**config.mk**
```make
export PLATFORM = sky130hd
export DESIGN_NAME = shift_cmd_sequencer
export DESIGN_NICKNAME = d
export VERILOG_FILES = /design/src/rtl/shift_pkg.sv /design/src/rtl/shift_cmd_sequencer_cmd_fifo.sv /design/src/rtl/shift_cmd_sequencer.sv
export SDC_FILE = /design/constraint.sdc
export NUM_CORES = 1
export LEC_CHECK = 0
export ABC_AREA = 1
export BUFFER_PORTS_ARGS = -buffer_cell sky130_fd_sc_hd__buf_2
export CAP_MARGIN = 0
export CORE_MARGIN = 2
export CORE_UTILIZATION = 58
export CTS_BUF_LIST = sky130_fd_sc_hd__clkbuf_8
export CTS_CLUSTER_SIZE = 16
export DETAILED_ROUTE_END_ITERATION = 16
export GPL_TIMING_DRIVEN = 0
export PLACE_DENSITY = 0.81
export SLEW_MARGIN = 0
export SYNTH_ARGS = -nofsm -noshare
export SYNTH_HDL_FRONTEND = slang
export SYNTH_SLANG_ARGS = --single-unit
```
**constraint.sdc**
```tcl
create_clock -name clk -period 2.55 [get_ports clk]
set_clock_uncertainty 0.2 [all_clocks]
set_input_delay 0.51 -clock clk [delete_from_list [all_inputs] [get_ports clk]]
set_output_delay 0.51 -clock clk [all_outputs]
set_load 0.05 [all_outputs]
```
**src/rtl/shift_pkg.sv**
```systemverilog
// shift_pkg: shared types and constants for the shift command sequencer
package shift_pkg;
  localparam int SHIFT_MAX_N = 8;
  typedef struct packed {
    logic [7:0] data;
    logic [3:0] n;
    logic       ar;
    logic       lr;
    logic       rot;
    logic       chain;
  } shift_cmd_t;
  typedef enum logic [1:0] {IDLE, ISSUE, STALL} seq_state_t;
endpackage

```
**src/rtl/shift_cmd_sequencer_cmd_fifo.sv**
```systemverilog
// cmd_fifo: synchronous FIFO of shift commands
// Ports: clk, rst_n (async active-low), i_push/i_data write side,
//        i_pop read side, o_head oldest entry, o_full/o_empty/o_count status.
module cmd_fifo
  import shift_pkg::*;
#(
  parameter int DEPTH = 4,
  localparam int AW = $clog2(DEPTH),
  localparam int CW = AW + 1
) (
  input  logic          clk,
  input  logic          rst_n,
  input  logic          i_push,
  input  shift_cmd_t    i_data,
  input  logic          i_pop,
  output shift_cmd_t    o_head,
  output logic          o_full,
  output logic          o_empty,
  output logic [CW-1:0] o_count
);
  shift_cmd_t    r_mem [DEPTH];
  logic [AW-1:0] r_wr, r_rd;
  logic [CW-1:0] r_cnt;
  logic          w_push, w_pop;
  assign o_full  = r_cnt == CW'(DEPTH);
  assign o_empty = r_cnt == '0;
  assign o_count = r_cnt;
  assign o_head  = r_mem[r_rd];
  assign w_push  = i_push && !o_full;
  assign w_pop   = i_pop && !o_empty;
  always_ff @(posedge clk)
    if (w_push) r_mem[r_wr] <= i_data;
  always_ff @(posedge clk or negedge rst_n)
    if (!rst_n) begin
      r_wr  <= '0;
      r_rd  <= '0;
      r_cnt <= '0;
    end else begin
      if (w_push) r_wr <= r_wr + 1'b1;
      if (w_pop) r_rd <= r_rd + 1'b1;
      if (w_push && !w_pop) r_cnt <= r_cnt + 1'b1;
      else if (!w_push && w_pop) r_cnt <= r_cnt - 1'b1;
    end
endmodule

```
**src/rtl/shift_cmd_sequencer.sv**
```systemverilog
// shift_cmd_sequencer: queues shift commands, drives an external shift unit, registers results
// Ports: in_* command input (valid/ready), sh_* / sh_o shift unit interface,
//        out_* registered result (valid/ready), busy, count (FIFO occupancy).
// Optional SHIFT_CMD_SEQUENCER_STATS_EN adds done_cnt, a 16-bit count of output handshakes.
module shift_cmd_sequencer
  import shift_pkg::*;
#(
  parameter int DEPTH = 4,
  parameter int W = 8,
  localparam int CW = $clog2(DEPTH) + 1
) (
  input  logic          clk,
  input  logic          rst_n,
  input  logic          in_valid,
  output logic          in_ready,
  input  logic [W-1:0]  in_data,
  input  logic [3:0]    in_n,
  input  logic          in_ar,
  input  logic          in_lr,
  input  logic          in_rot,
  input  logic          in_chain,
  output logic [W-1:0]  sh_i,
  output logic [3:0]    sh_n,
  output logic          sh_ar,
  output logic          sh_lr,
  output logic          sh_rot,
  input  logic [W-1:0]  sh_o,
  output logic          out_valid,
  input  logic          out_ready,
  output logic [W-1:0]  out_data,
  output logic          busy,
`ifdef SHIFT_CMD_SEQUENCER_STATS_EN
  output logic [15:0]   done_cnt,
`endif
  output logic [CW-1:0] count
);
  shift_cmd_t w_cmd, w_head;
  logic       w_push, w_pop, w_full, w_empty, w_last, w_stall;
  logic [3:0] w_n;
  logic       r_out_valid;
  logic [W-1:0] r_out_data, r_acc;
  seq_state_t r_state;
  assign w_n    = (in_n > 4'(SHIFT_MAX_N)) ? 4'(SHIFT_MAX_N) : in_n;
  assign w_cmd  = '{data: in_data, n: w_n, ar: in_ar, lr: in_lr, rot: in_rot, chain: in_chain};
  assign in_ready = !w_full;
  assign w_push = in_valid && in_ready;
  // Issue whenever a command waits and the output slot is empty or being drained.
  assign w_pop  = !w_empty && (!r_out_valid || out_ready);
  assign w_last = w_pop && !w_push && count == CW'(1);
  assign w_stall = r_out_valid && !out_ready && !w_empty;
  cmd_fifo #(.DEPTH(DEPTH)) u_fifo (
    .clk    (clk),
    .rst_n  (rst_n),
    .i_push (w_push),
    .i_data (w_cmd),
    .i_pop  (w_pop),
    .o_head (w_head),
    .o_full (w_full),
    .o_empty(w_empty),
    .o_count(count)
  );
  // Chained commands read the accumulator, which is written on the same edge that issues its producer.
  assign sh_i   = w_empty ? '0 : (w_head.chain ? r_acc : w_head.data);
  assign sh_n   = w_empty ? '0 : w_head.n;
  assign sh_ar  = !w_empty && w_head.ar;
  assign sh_lr  = !w_empty && w_head.lr;
  assign sh_rot = !w_empty && w_head.rot;
  assign out_valid = r_out_valid;
  assign out_data  = r_out_data;
  assign busy      = !w_empty || r_out_valid;
  always_ff @(posedge clk or negedge rst_n)
    if (!rst_n) begin
      r_out_valid <= 1'b0;
      r_out_data  <= '0;
      r_acc       <= '0;
      r_state     <= IDLE;
    end else begin
      if (w_pop) begin
        r_out_valid <= 1'b1;
        r_out_data  <= sh_o;
        r_acc       <= sh_o;
      end else if (out_ready) r_out_valid <= 1'b0;
      case (r_state)
        IDLE:    r_state <= w_empty ? IDLE : ISSUE;
        ISSUE:   r_state <= (w_empty || w_last) ? IDLE : (w_stall ? STALL : ISSUE);
        STALL:   r_state <= out_ready ? (w_empty ? IDLE : ISSUE) : STALL;
        default: r_state <= IDLE;
      endcase
    end
`ifdef SHIFT_CMD_SEQUENCER_STATS_EN
  logic [15:0] r_done;
  always_ff @(posedge clk or negedge rst_n)
    if (!rst_n) r_done <= '0;
    else if (r_out_valid && out_ready) r_done <= r_done + 1'b1;
  assign done_cnt = r_done;
`endif
endmodule

```
Word-level counts from Yosys, hierarchy flattened

Memories as Yosys holds them, arrays and structs flattened.
Cells that the tools add are included.

Bits in registers: 16
Bits in latches: 0
RAM bits: 64
ROM bits: 0
Input bits: 28
Output and inout port bits: 29
Word-level logic and storage cells: 41
Memories: 1

Add/sub/neg operators: 4
Multipliers: 0
Divide/modulo/power cells: 0
$lt $le $gt $ge: 1
Equality and inequality tests: 1
Shifts and indexed selects: 0
Multiplexer cells: 10
Bitwise gates (word level): 0
Reduce and logical (&&, ||, !) cells: 19

Memories:

| memory       | depth | width | rd ports | clocked after Yosys merged registers in | wr ports | RTL line                           | text |
|---|---|---|---|---|---|---|---|
| u_fifo.r_mem | 4     | 16    | 1        | 0                                       | 1        | shift_cmd_sequencer_cmd_fifo.sv:21 | `shift_cmd_t r_mem [DEPTH];` |

Operators by type and width:

| cell                                                               | count |
|---|---|
| 8-bit 2-to-1 mux                                                   | 2 |
| 1-bit logical AND                                                  | 9 |
| 4-bit 2-to-1 mux                                                   | 2 |
| 3-bit 2-to-1 mux                                                   | 2 |
| 1-bit zero test                                                    | 5 |
| 2-bit by 1-bit adder with 2-bit output, second input constant      | 2 |
| 4-bit greater-than comparator, second input constant               | 1 |
| 1-bit 2-to-1 mux                                                   | 4 |
| 2-bit nonzero test                                                 | 2 |
| 3-bit by 1-bit adder with 3-bit output, second input constant      | 1 |
| 3-bit equality test, second input constant                         | 1 |
| 3-bit zero test                                                    | 1 |
| 3-bit by 1-bit subtractor with 3-bit output, second input constant | 1 |
| 1-bit logical OR                                                   | 2 |

Depth between registers and ports, before layout

Gate-level depths: netlist (run 1).

Depth after elaboration: 8
Depth in mapped cells: 10
Mapped depth without buffers: 10

By module

From an unflattened synthesis (run 1), not the netlist that was laid out.

Cell total of the unflattened synthesis: 341
Area, all modules: 3,801.1 um^2

Modules (own cells, without submodules):

| module              | instances | cells an instance | area an instance (um^2) | seq. area each (um^2) |
|---|---|---|---|---|
| cmd_fifo            | 1         | 248               | 3,198.1                 | 2,097.0 |
| shift_cmd_sequencer | 1         | 93                | 603.1                   | 225.2 |

Least setup slack after synthesis (run 1)

OpenSTA, ideal clock, no wires.

Path type: register to register
Start: reg u_fifo.r_cnt[1] (netlist: u_fifo.o_count[1])
End: reg u_fifo.r_cnt[2] (netlist: u_fifo.o_count[2])
Arrival: 2,645 ps
Data required time: 2,271 ps
Slack: -374 ps
Cell stages (with the launch flop): 11
Clock period less this slack: 2,924 ps
Cells stage by stage: dfrtp_1 -> inv_1 -> nand3_1 -> nand2_1 -> inv_1 -> ha_1 -> inv_1 -> fa_1 -> or2_2 -> nand2_1 -> xor2_1

Longest elaborated chain between the ends: 7
Elaborated cells on any way between the ends: 17
Those cells by class: add/sub: 2; eq/ne: 1; mux: 2; reduce/logical: 12

Ends and longest elaborated chain:

| item                                | RTL line                           | text |
|---|---|---|
| start: declaration                  | shift_cmd_sequencer_cmd_fifo.sv:23 | `logic [CW-1:0] r_cnt;` |
| start signal: assignment            | shift_cmd_sequencer_cmd_fifo.sv:41 | `if (w_push && !w_pop) r_cnt <= r_cnt + 1'b1;` |
| start signal: assignment            | shift_cmd_sequencer_cmd_fifo.sv:42 | `else if (!w_push && w_pop) r_cnt <= r_cnt - 1'b1;` |
| 3-bit equality test *               | shift_cmd_sequencer_cmd_fifo.sv:25 | `assign o_full = r_cnt == CW'(DEPTH);` |
| 1-bit zero test *                   | shift_cmd_sequencer.sv:45          | `assign in_ready = !w_full;` |
| named net in_ready                  | shift_cmd_sequencer.sv:15          | `output logic in_ready,` |
| 1-bit logical AND                   | shift_cmd_sequencer.sv:46          | `assign w_push = in_valid && in_ready;` |
| 1-bit logical AND *                 | shift_cmd_sequencer_cmd_fifo.sv:29 | `assign w_push = i_push && !o_full;` |
| named net u_fifo.w_push             | shift_cmd_sequencer_cmd_fifo.sv:24 | `logic w_push, w_pop;` |
| 1-bit zero test                     | shift_cmd_sequencer_cmd_fifo.sv:42 |  |
| 1-bit logical AND                   | shift_cmd_sequencer_cmd_fifo.sv:42 |  |
| 2-bit nonzero test (no source line) | --                                 |  |

Mark *: on every way through the listed nets, which the timed path passes. The rest lies on a longest branch. The select of a mux whose other input is x is not followed.
A chain may end at the register's enable or synchronous reset.

Worst setup path in the final report (run 1)

Start: reg u_fifo.r_rd[1]
End: out sh_i[5]

Longest elaborated chain between the ends: 3

Ends and longest elaborated chain:

| item                           | RTL line                           | text |
|---|---|---|
| start: declaration             | shift_cmd_sequencer_cmd_fifo.sv:22 | `logic [AW-1:0] r_wr, r_rd;` |
| start signal: assignment       | shift_cmd_sequencer_cmd_fifo.sv:40 | `if (w_pop) r_rd <= r_rd + 1'b1;` |
| memory read 4 x 16 bit         | --                                 |  |
| 8-bit 2-to-1 mux (2 in series) | shift_cmd_sequencer.sv:63          | `assign sh_i = w_empty ? '0 : (w_head.chain ? r_acc : w_head.data);` |
| end: declaration               | shift_cmd_sequencer.sv:22          | `output logic [W-1:0] sh_i,` |

Every way passes these cells.

==> results.tsv, run 1 <==
stage	metric	value	unit
global_routing	grt total ovfl	0	
placed_design	Port Buffers	56	
global_routing	pin count of the biggest net entering global routing	17	
critical_path	Crit Path Max Fanout	10	
critical_path	FF-to-FF End	u_fifo.o_count[2]$_DFFE_PN0P_	
clock_network	CTS clock-pin slew for the worst setup and hold paths	80	ps
min_path	Min-Delay Startpoint	sh_o[4]	
clock_network	H-tree depth	3	
critical_path	Crit path top cell by count	nor2_1	
route	vias per cell	5.22	
global_routing	vias in the first global route	2609	
flow_run	max cap viols	0	
clock_network	Max Buffers Root-to-Sink	2	
clock_network	later-pin clock latency in the skew report	360	ps
global_routing	initial antenna violation count	0	
sta	fin crit share	96.7	%
sta	Worst-Margin Slew	941	ps
synthesis	post-synth cell types	25	
synthesis	Async SR Flop Fraction	20.0	%
critical_path	Critical Path Sink Type	primary output	
placed_design	Routability Congestion	0.784	
finish	register area	2320	µm²
critical_path	Bufs and invs on worst path	4	
critical_path	Worst path slowest cell	dfrtp_1	
finish	share of cells above drive strength 1	24.2	%
clock_network	CTS tree	built	
finish	most frequent cells in the layout	87 x nand2_1, 64 x edfxtp_1, 48 x nor2_1, 48 x inv_1, 43 x buf_2	
sta	fmax	406	MHz
sta	endpoints failing hold	0	
finish	most common cell after layout, fill and taps aside	nand2_1	
finish	Antenna Cells	0	
floorplan	Placement Rows	28	
floorplan	Die Ht	82.9	µm
route	initial DRC count	196	
finish	Finished Layout Cells	508	
sta	Final setup viols	0	
route	Final ANT Viol Nets	0	
finish	NumNets Final	462	
finish	layout overhead on the synthesized area	20.9	%
synthesis	sequential area share after synthesis	64.2	%
critical_path	CP Launch Type	flop	
critical_path	R2R Path Start	u_fifo.o_count[1]$_DFFE_PN0P_	
critical_path	CP Launch Point	u_fifo.r_rd[1]$_DFFE_PN0P_	
finish	multi-input logic area	1010	µm²
synthesis	gate count of the mapped netlist	354	
synthesis	Synthesized Nets	388	
sta	Slew headroom	37.2	%
critical_path	CP arrival	1760	ps
floorplan	Core Footprint	5960	µm²
critical_path	number of cells on the critical path	8	
sta	max-slew violations	0	
placed_design	Post-Place Cells	488	
placed_design	Final HPWL DP	5300	µm
floorplan	die width	82.9	µm
critical_path	Worst path top cell family by delay	buffers and inverters	
finish	fillcell total	414	
synthesis	syn_area_per_cell	10.2	µm²
route	drt total wl	7830	µm
floorplan	I/O pins	57	
run_status	status	finished, final reports clean	
critical_path	Critical Path Sink	sh_i[5]	
route	drt pass-1 iters	5	
route	per-cell routed wire length	15.4	µm
synthesis	register bit total from synthesis	80	
clock_network	Clock Sinks	80	
floorplan	die area	6880	µm²
route	drt drc	0	
critical_path	worst r2r path cells	10	
critical_path	Crit path required time	1840	ps
critical_path	crit-path cells	buf_6 -> inv_4 -> buf_8 -> nand3_1 -> nand2_1 -> nor2_1 -> nor2_1 -> clkbuf_4	
synthesis	EDFF count, synth	64	
synthesis	Post-Syn Area	3610	µm²
global_routing	GRT Resource Usage Total	23.9	%
floorplan	Initial Util	60.7	%
clock_network	Root Buffer	clkbuf_8	
route	total via count in the routed design	2654	
min_path	class of the worst hold path	input port to flop	
sta	Final min period	2470	ps
clock_network	CTS buffer count	9	
critical_path	r2r setup slk	130	ps
sta	RSZ-0062 raised after global routing	true	
critical_path	WS Path Type	flop to primary output	
global_routing	first-pass GRT wire length	12500	µm
critical_path	CP max stage delay	380	ps
synthesis	Synth Flop Type	edfxtp_1	
synthesis	Synth Warn #	0	
cells in the mapped netlist, types with 5 or more instances:
library cell  count  area, µm²
nand3b_1          8       60.1
buf_6             7       78.8
ha_1              5       62.6
edfxtp_1         64       1920
o21ai_0           9       45.0
nand2_1          87        327
inv_1            49        184
o21ai_1           7       35.0
dfrtp_1          16        400
a21oi_1           9       45.0
nor2_1           52        195
nand3_1          20        100
registers in the layout, summed over array words and instances (netlist names):
register,count
out_data,8
u_fifo.r_rd,2
u_fifo.r_mem,64
u_fifo.o_count,3
u_fifo.r_wr,2
out_valid,1
area by class of cell:
class	instances	area share, %
sequential	80	53.1
multi-input combinational	209	23.1
timing repair buffer	63	9.13
inverter	52	4.72
clock buffer	9	2.83
buffer	13	2.80
clock inverter	7	2.18
tap	75	2.15
per-stage QoR:
stage               worst slack [ps]  instance area (µm²)  utilization [%]  hold slack [ps]  TNS, ps
global route                   -29.8                 4370             73.4              156     -103
CTS                            -5.04                 4320             72.5              140    -5.04
floorplan                       -150                 3620                -             14.4    -3300
finish                          84.5                 4370             73.4              148        0
detailed placement              97.1                 4050             68.0              236        0
global placement               -30.8                 3990             67.1              236    -1260
metal layers:
| metal | GRT usage [%] | wire length [µm] |
|---|---|---|
| met1 | 30.4 | 3160 |
| met2 | 38.9 | 3920 |
| met3 | 5.47 | 562 |
| met4 | 11.6 | 182 |
| met5 | 0 | 0 |
how the worst min path moves through the flow:
stage	to	slack (ps)	cells past startpoint
2_1_floorplan	out_data[0]$_DFFE_PN0P_	10	0
3_5_place_dp	u_fifo.o_count[1]$_DFFE_PN0P_	240	1
4_1_cts	out_data[4]$_DFFE_PN0P_	140	3
6_report	out_data[4]$_DFFE_PN0P_	150	3
5_1_grt	u_fifo.r_mem[0][1]$_DFFE_PP_	160	1
3_3_place_gp	out_data[7]$_DFFE_PN0P_	240	1
cells by family after synthesis:
family / Yosys count / synth area share [%]
flip-flops: 80 / 64.2
buffers and inverters: 65 / 8.72
XOR/XNOR: 4 / 0.969
AO/OA/AOI/OAI: 26 / 3.67
adder cells (fa/ha/maj): 6 / 2.28
AND/OR/NAND/NOR: 173 / 20.1
worst reg2reg max path: stages (launching register included):
cell and delay [ps]:
dfrtp_1 410, inv_1 110, nand3_1 140, nand2_1 140
buf_4 190, ha_1 160, inv_1 70, fa_1 390
or2_2 310, nand2_1 80, xor2_1 150
repair_timing:
item / in CTS / in global routing
endpoints found under the setup margin: 7 / 15
hold endpoints to repair: 16 / 0
hold buffers: 1 / 0
resized for setup: 10 / 15
setup buffers: 2 / 1
pin swaps: 0 / 1
Power of run 1 is not shown: default switching activity piles up to over one toggle a cycle in this logic, so the estimate is an artifact.
==> run 2: changes to the inputs <==
CORE_UTILIZATION = 59   (was 58)
CTS_CLUSTER_DIAMETER = 40   (was unset)
PLACE_DENSITY = 0.82   (was 0.81)
SYNTH_HIERARCHICAL = 1   (was unset)
==> run 2 against run 1 <==
- the flow now finishes with violations (setup timing)
- first-iteration DRC count increased by 42%
- clock-buffer cell count unchanged
- die area increased by 3.2%
- critical path depth unchanged
- fmax decreased by 4.1%
- synthesized cell count decreased by 3.7%
- area after synthesis increased by 5.2%
- global-route usage increased by 1.4 points
- worst hold slack improved by 14 ps
- core utilization increased by 2.7 points
- design area increased by 9.3%
- sequential cell count unchanged
- largest cell class unchanged
==> results.tsv, run 2 <==
stage	metric	value	unit	change
run_status	status	finished with violations		
run_status	failing checks	setup timing		
global_routing	first-pass GRT wire length	13400	µm	+7.3%
route	initial DRC count	279		+42%
route	Top Layer Used	met4		
clock_network	CTS clock-pin slew for the worst setup and hold paths	90	ps	about the same
finish	most frequent cells in the layout	73 x nand2_1, 64 x edfxtp_1, 57 x inv_1		
synthesis	Synthesized Nets	375		-3.4%
floorplan	die area	7100	µm²	+3.2%
synthesis	Synth Flop Type	edfxtp_1		
route	drt total wl	8650	µm	+10%
synthesis	Synth area leader	edfxtp_1		
finish	NumNets Final	458		-0.87%
floorplan	I/O pins	57		unchanged
finish	Antenna Cells	0		unchanged
route	routed metal-1 wire length	3390	µm	+7.2%
global_routing	pin count of the biggest net entering global routing	17		unchanged
synthesis	Synth Warn #	6		+6
synthesis	synth cell count leaders	77 x nand2_1, 64 x edfxtp_1, 59 x inv_1, 32 x o211ai_2, 31 x nor2_1		
sta	Final setup viols	6		+6
min_path	class of the worst hold path	input port to flop		
floorplan	die width	84.3	µm	+1.6%
sta	fmax	389	MHz	-4.1%
synthesis	register bit total from synthesis	80		unchanged
global_routing	initial antenna violation count	0		unchanged
synthesis	gate count of the mapped netlist	341		-3.7%
floorplan	Placement Rows	29		+3.6%
min_path	worst hold path depth	1		-2
sta	Final min period	2570	ps	+106 ps
clock_network	CTS buffer count	9		unchanged
global_routing	GRT Resource Usage Total	25.3	%	+1.4 points
synthesis	area share of the largest cell type after synthesis	50.6	%	-2.6 points
route	total via count in the routed design	2729		+2.8%
route	metal3 WL	664	µm	+18%
synthesis	post-synth cell types	24		-4.0%
finish	most common cell after layout, fill and taps aside	nand2_1		
sta	endpoints failing hold	0		unchanged
critical_path	Crit Path Max Fanout	8		-2
floorplan	Core Footprint	6280	µm²	+5.4%
critical_path	r2r setup slk	120	ps	about the same
global_routing	vias in the first global route	2647		+1.5%
finish	utilization after layout	76.1	%	+2.7 points
sta	fin crit share	101	%	+4.2 points
route	drt pass-1 iters	4		-1
synthesis	Synth Area in Compound Gates	12.0	%	+8.4 points
floorplan	Initial Util	60.6	%	-0.14 points
synthesis	EDFF count, synth	64		unchanged
synthesis	Post-Synth XOR/XNOR Area	0.230	%	-0.74 points
clock_network	later-pin clock latency in the skew report	360	ps	about the same
placed_design	Final HPWL DP	5330	µm	+0.50%
synthesis	multiplexer area fraction after synthesis	0	%	unchanged
synthesis	Post-Syn Area	3800	µm²	+5.2%
route	vias per cell	5.39		+3.2%
critical_path	WS Path Type	flop to primary output		
synthesis	sequential area share after synthesis	61.1	%	-3.2 points
critical_path	CP arrival	1860	ps	+100 ps
route	Final ANT Viol Nets	0		unchanged
finish	Final Cell Area	4780	µm²	+9.3%
clock_network	Root Buffer	clkbuf_8		
sta	Slew headroom	62.7	%	+25 points
placed_design	Routability Congestion	0.834		+6.4%
finish	share of cells above drive strength 1	41.3	%	+17 points
route	per-cell routed wire length	17.1	µm	+11%
finish	fillcell total	393		-5.1%
global_routing	grt total ovfl	0		unchanged
synthesis	Post-Synth Adder-Cell Area	2.17	%	-0.11 points
finish	Largest register FFs	64		unchanged
synthesis	syn_area_per_cell	11.1	µm²	+9.2%
placed_design	Port Buffers	56		unchanged
synthesis	largest family of logic cells by synthesized area	simple AND/OR/NAND/NOR gates		
route	WL met2	4440	µm	+13%
finish	Biggest register	u_fifo/r_mem		
sta	Setup WS post-layout	-21.4	ps	-106 ps
sta	Worst-Margin Slew	559	ps	-383 ps
floorplan	Die Ht	84.3	µm	+1.6%
sta	max-slew violations	0		unchanged
finish	layout overhead on the synthesized area	25.7	%	
synthesis	dominant cell by count in the synthesized netlist	nand2_1		
synthesis	Post-Synth Simple-Gate Area	14.5	%	-5.7 points
clock_network	Clock Sinks	80		unchanged
critical_path	Crit path required time	1840	ps	about the same
critical_path	worst r2r path cells	13		+3
synthesis	top cells by area, synth	edfxtp_1 51%, dfrtp_1 11%, o211ai_2 11%, nand2_1 7.6%, inv_1 5.8%		
critical_path	CP Launch Type	flop		
clock_network	H-tree depth	3		unchanged
sta	RSZ-0062 raised after global routing	true		
synthesis	Async SR Flop Fraction	20.0	%	unchanged
critical_path	Critical Path Sink Type	primary output		
flow_run	max cap viols	0		unchanged
clock_network	Max Buffers Root-to-Sink	2		unchanged
route	drt drc	0		unchanged
clock_network	CTS tree	built		
placed_design	Placed Instance Area	4220	µm²	+4.3%
==> run 2: cell type report <==
cell class | count | area (µm²) | area share (%)
Sequential cell | 80 | 2320 | 48.6
Timing Repair Buffer | 71 | 484 | 10.1
Inverter | 65 | 267 | 5.58
Clock buffer | 9 | 124 | 2.59
Clock inverter | 7 | 96.3 | 2.02
Tap cell | 77 | 96.3 | 2.02
Buffer | 13 | 154 | 3.22
Multi-Input combinational cell | 184 | 1230 | 25.8
==> run 2: cells by family (layout without fill, tap and decap cells) <==
family | after synthesis | count (layout)
and+or+nand+nor | 134 | 135
buffers and inverters | 78 | 165
DFF | 80 | 80
adders and majority gates | 6 | 6
AOI/OAI and AO/OA | 42 | 42
xor gates and xnor gates | 1 | 1
==> run 2: what timing repair did <==
action	CTS	global route
gates resized for setup	45	25
endpoints found under the setup margin	9	64
gates cloned	1	0
pin swaps	8	4
setup buffers	7	6
hold buffers	1	0
endpoints found under the hold margin	16	0
==> run 2: critical path: stages, from the launching register on <==
cell,delay [ps]
dfrtp_1,370
inv_2,60
buf_8,140
buf_12,130
o211ai_4,230
nand2_4,130
o21ai_1,220
nor2_2,60
buf_6,150
==> run 2: final timing paths <==
kind,to,startpoint
worst max-delay path,sh_i[2],u_fifo/r_rd[0]$_DFFE_PN0P_
worst min-delay path,u_fifo/r_mem[1][3]$_DFFE_PP_,in_ar
worst max register to register,u_fifo/o_count[2]$_DFFE_PN0P_,u_fifo/o_count[1]$_DFFE_PN0P_
worst min register to register,u_fifo/o_count[0]$_DFFE_PN0P_,u_fifo/o_count[0]$_DFFE_PN0P_
max in group asynchronous,u_fifo/o_count[0]$_DFFE_PN0P_,rst_n
min in group asynchronous,r_acc[2]$_DFFE_PN0P_,rst_n
==> run 2: per-layer routing <==
metal	global-route usage [%]	vias up
met3	5.41	15
met5	0	-
met2	43.0	136
met4	9.68	0
li1	-	1289
met1	32.0	1289
==> run 2: metrics by stage <==
stage | hold slack (ps) | worst slack (ps) | TNS, ps | cells
finish | 162 | -21.4 | -61.4 | 506
global route | 150 | -96.7 | -754 | 506
CTS | 154 | -20.3 | -75.2 | 500
detailed placement | 246 | -81.6 | -81.6 | 475
global placement | 243 | -326 | -18170 | 474
floorplan | 14.4 | -14.8 | -949 | 341
Power of run 2 is left out for the same reason.
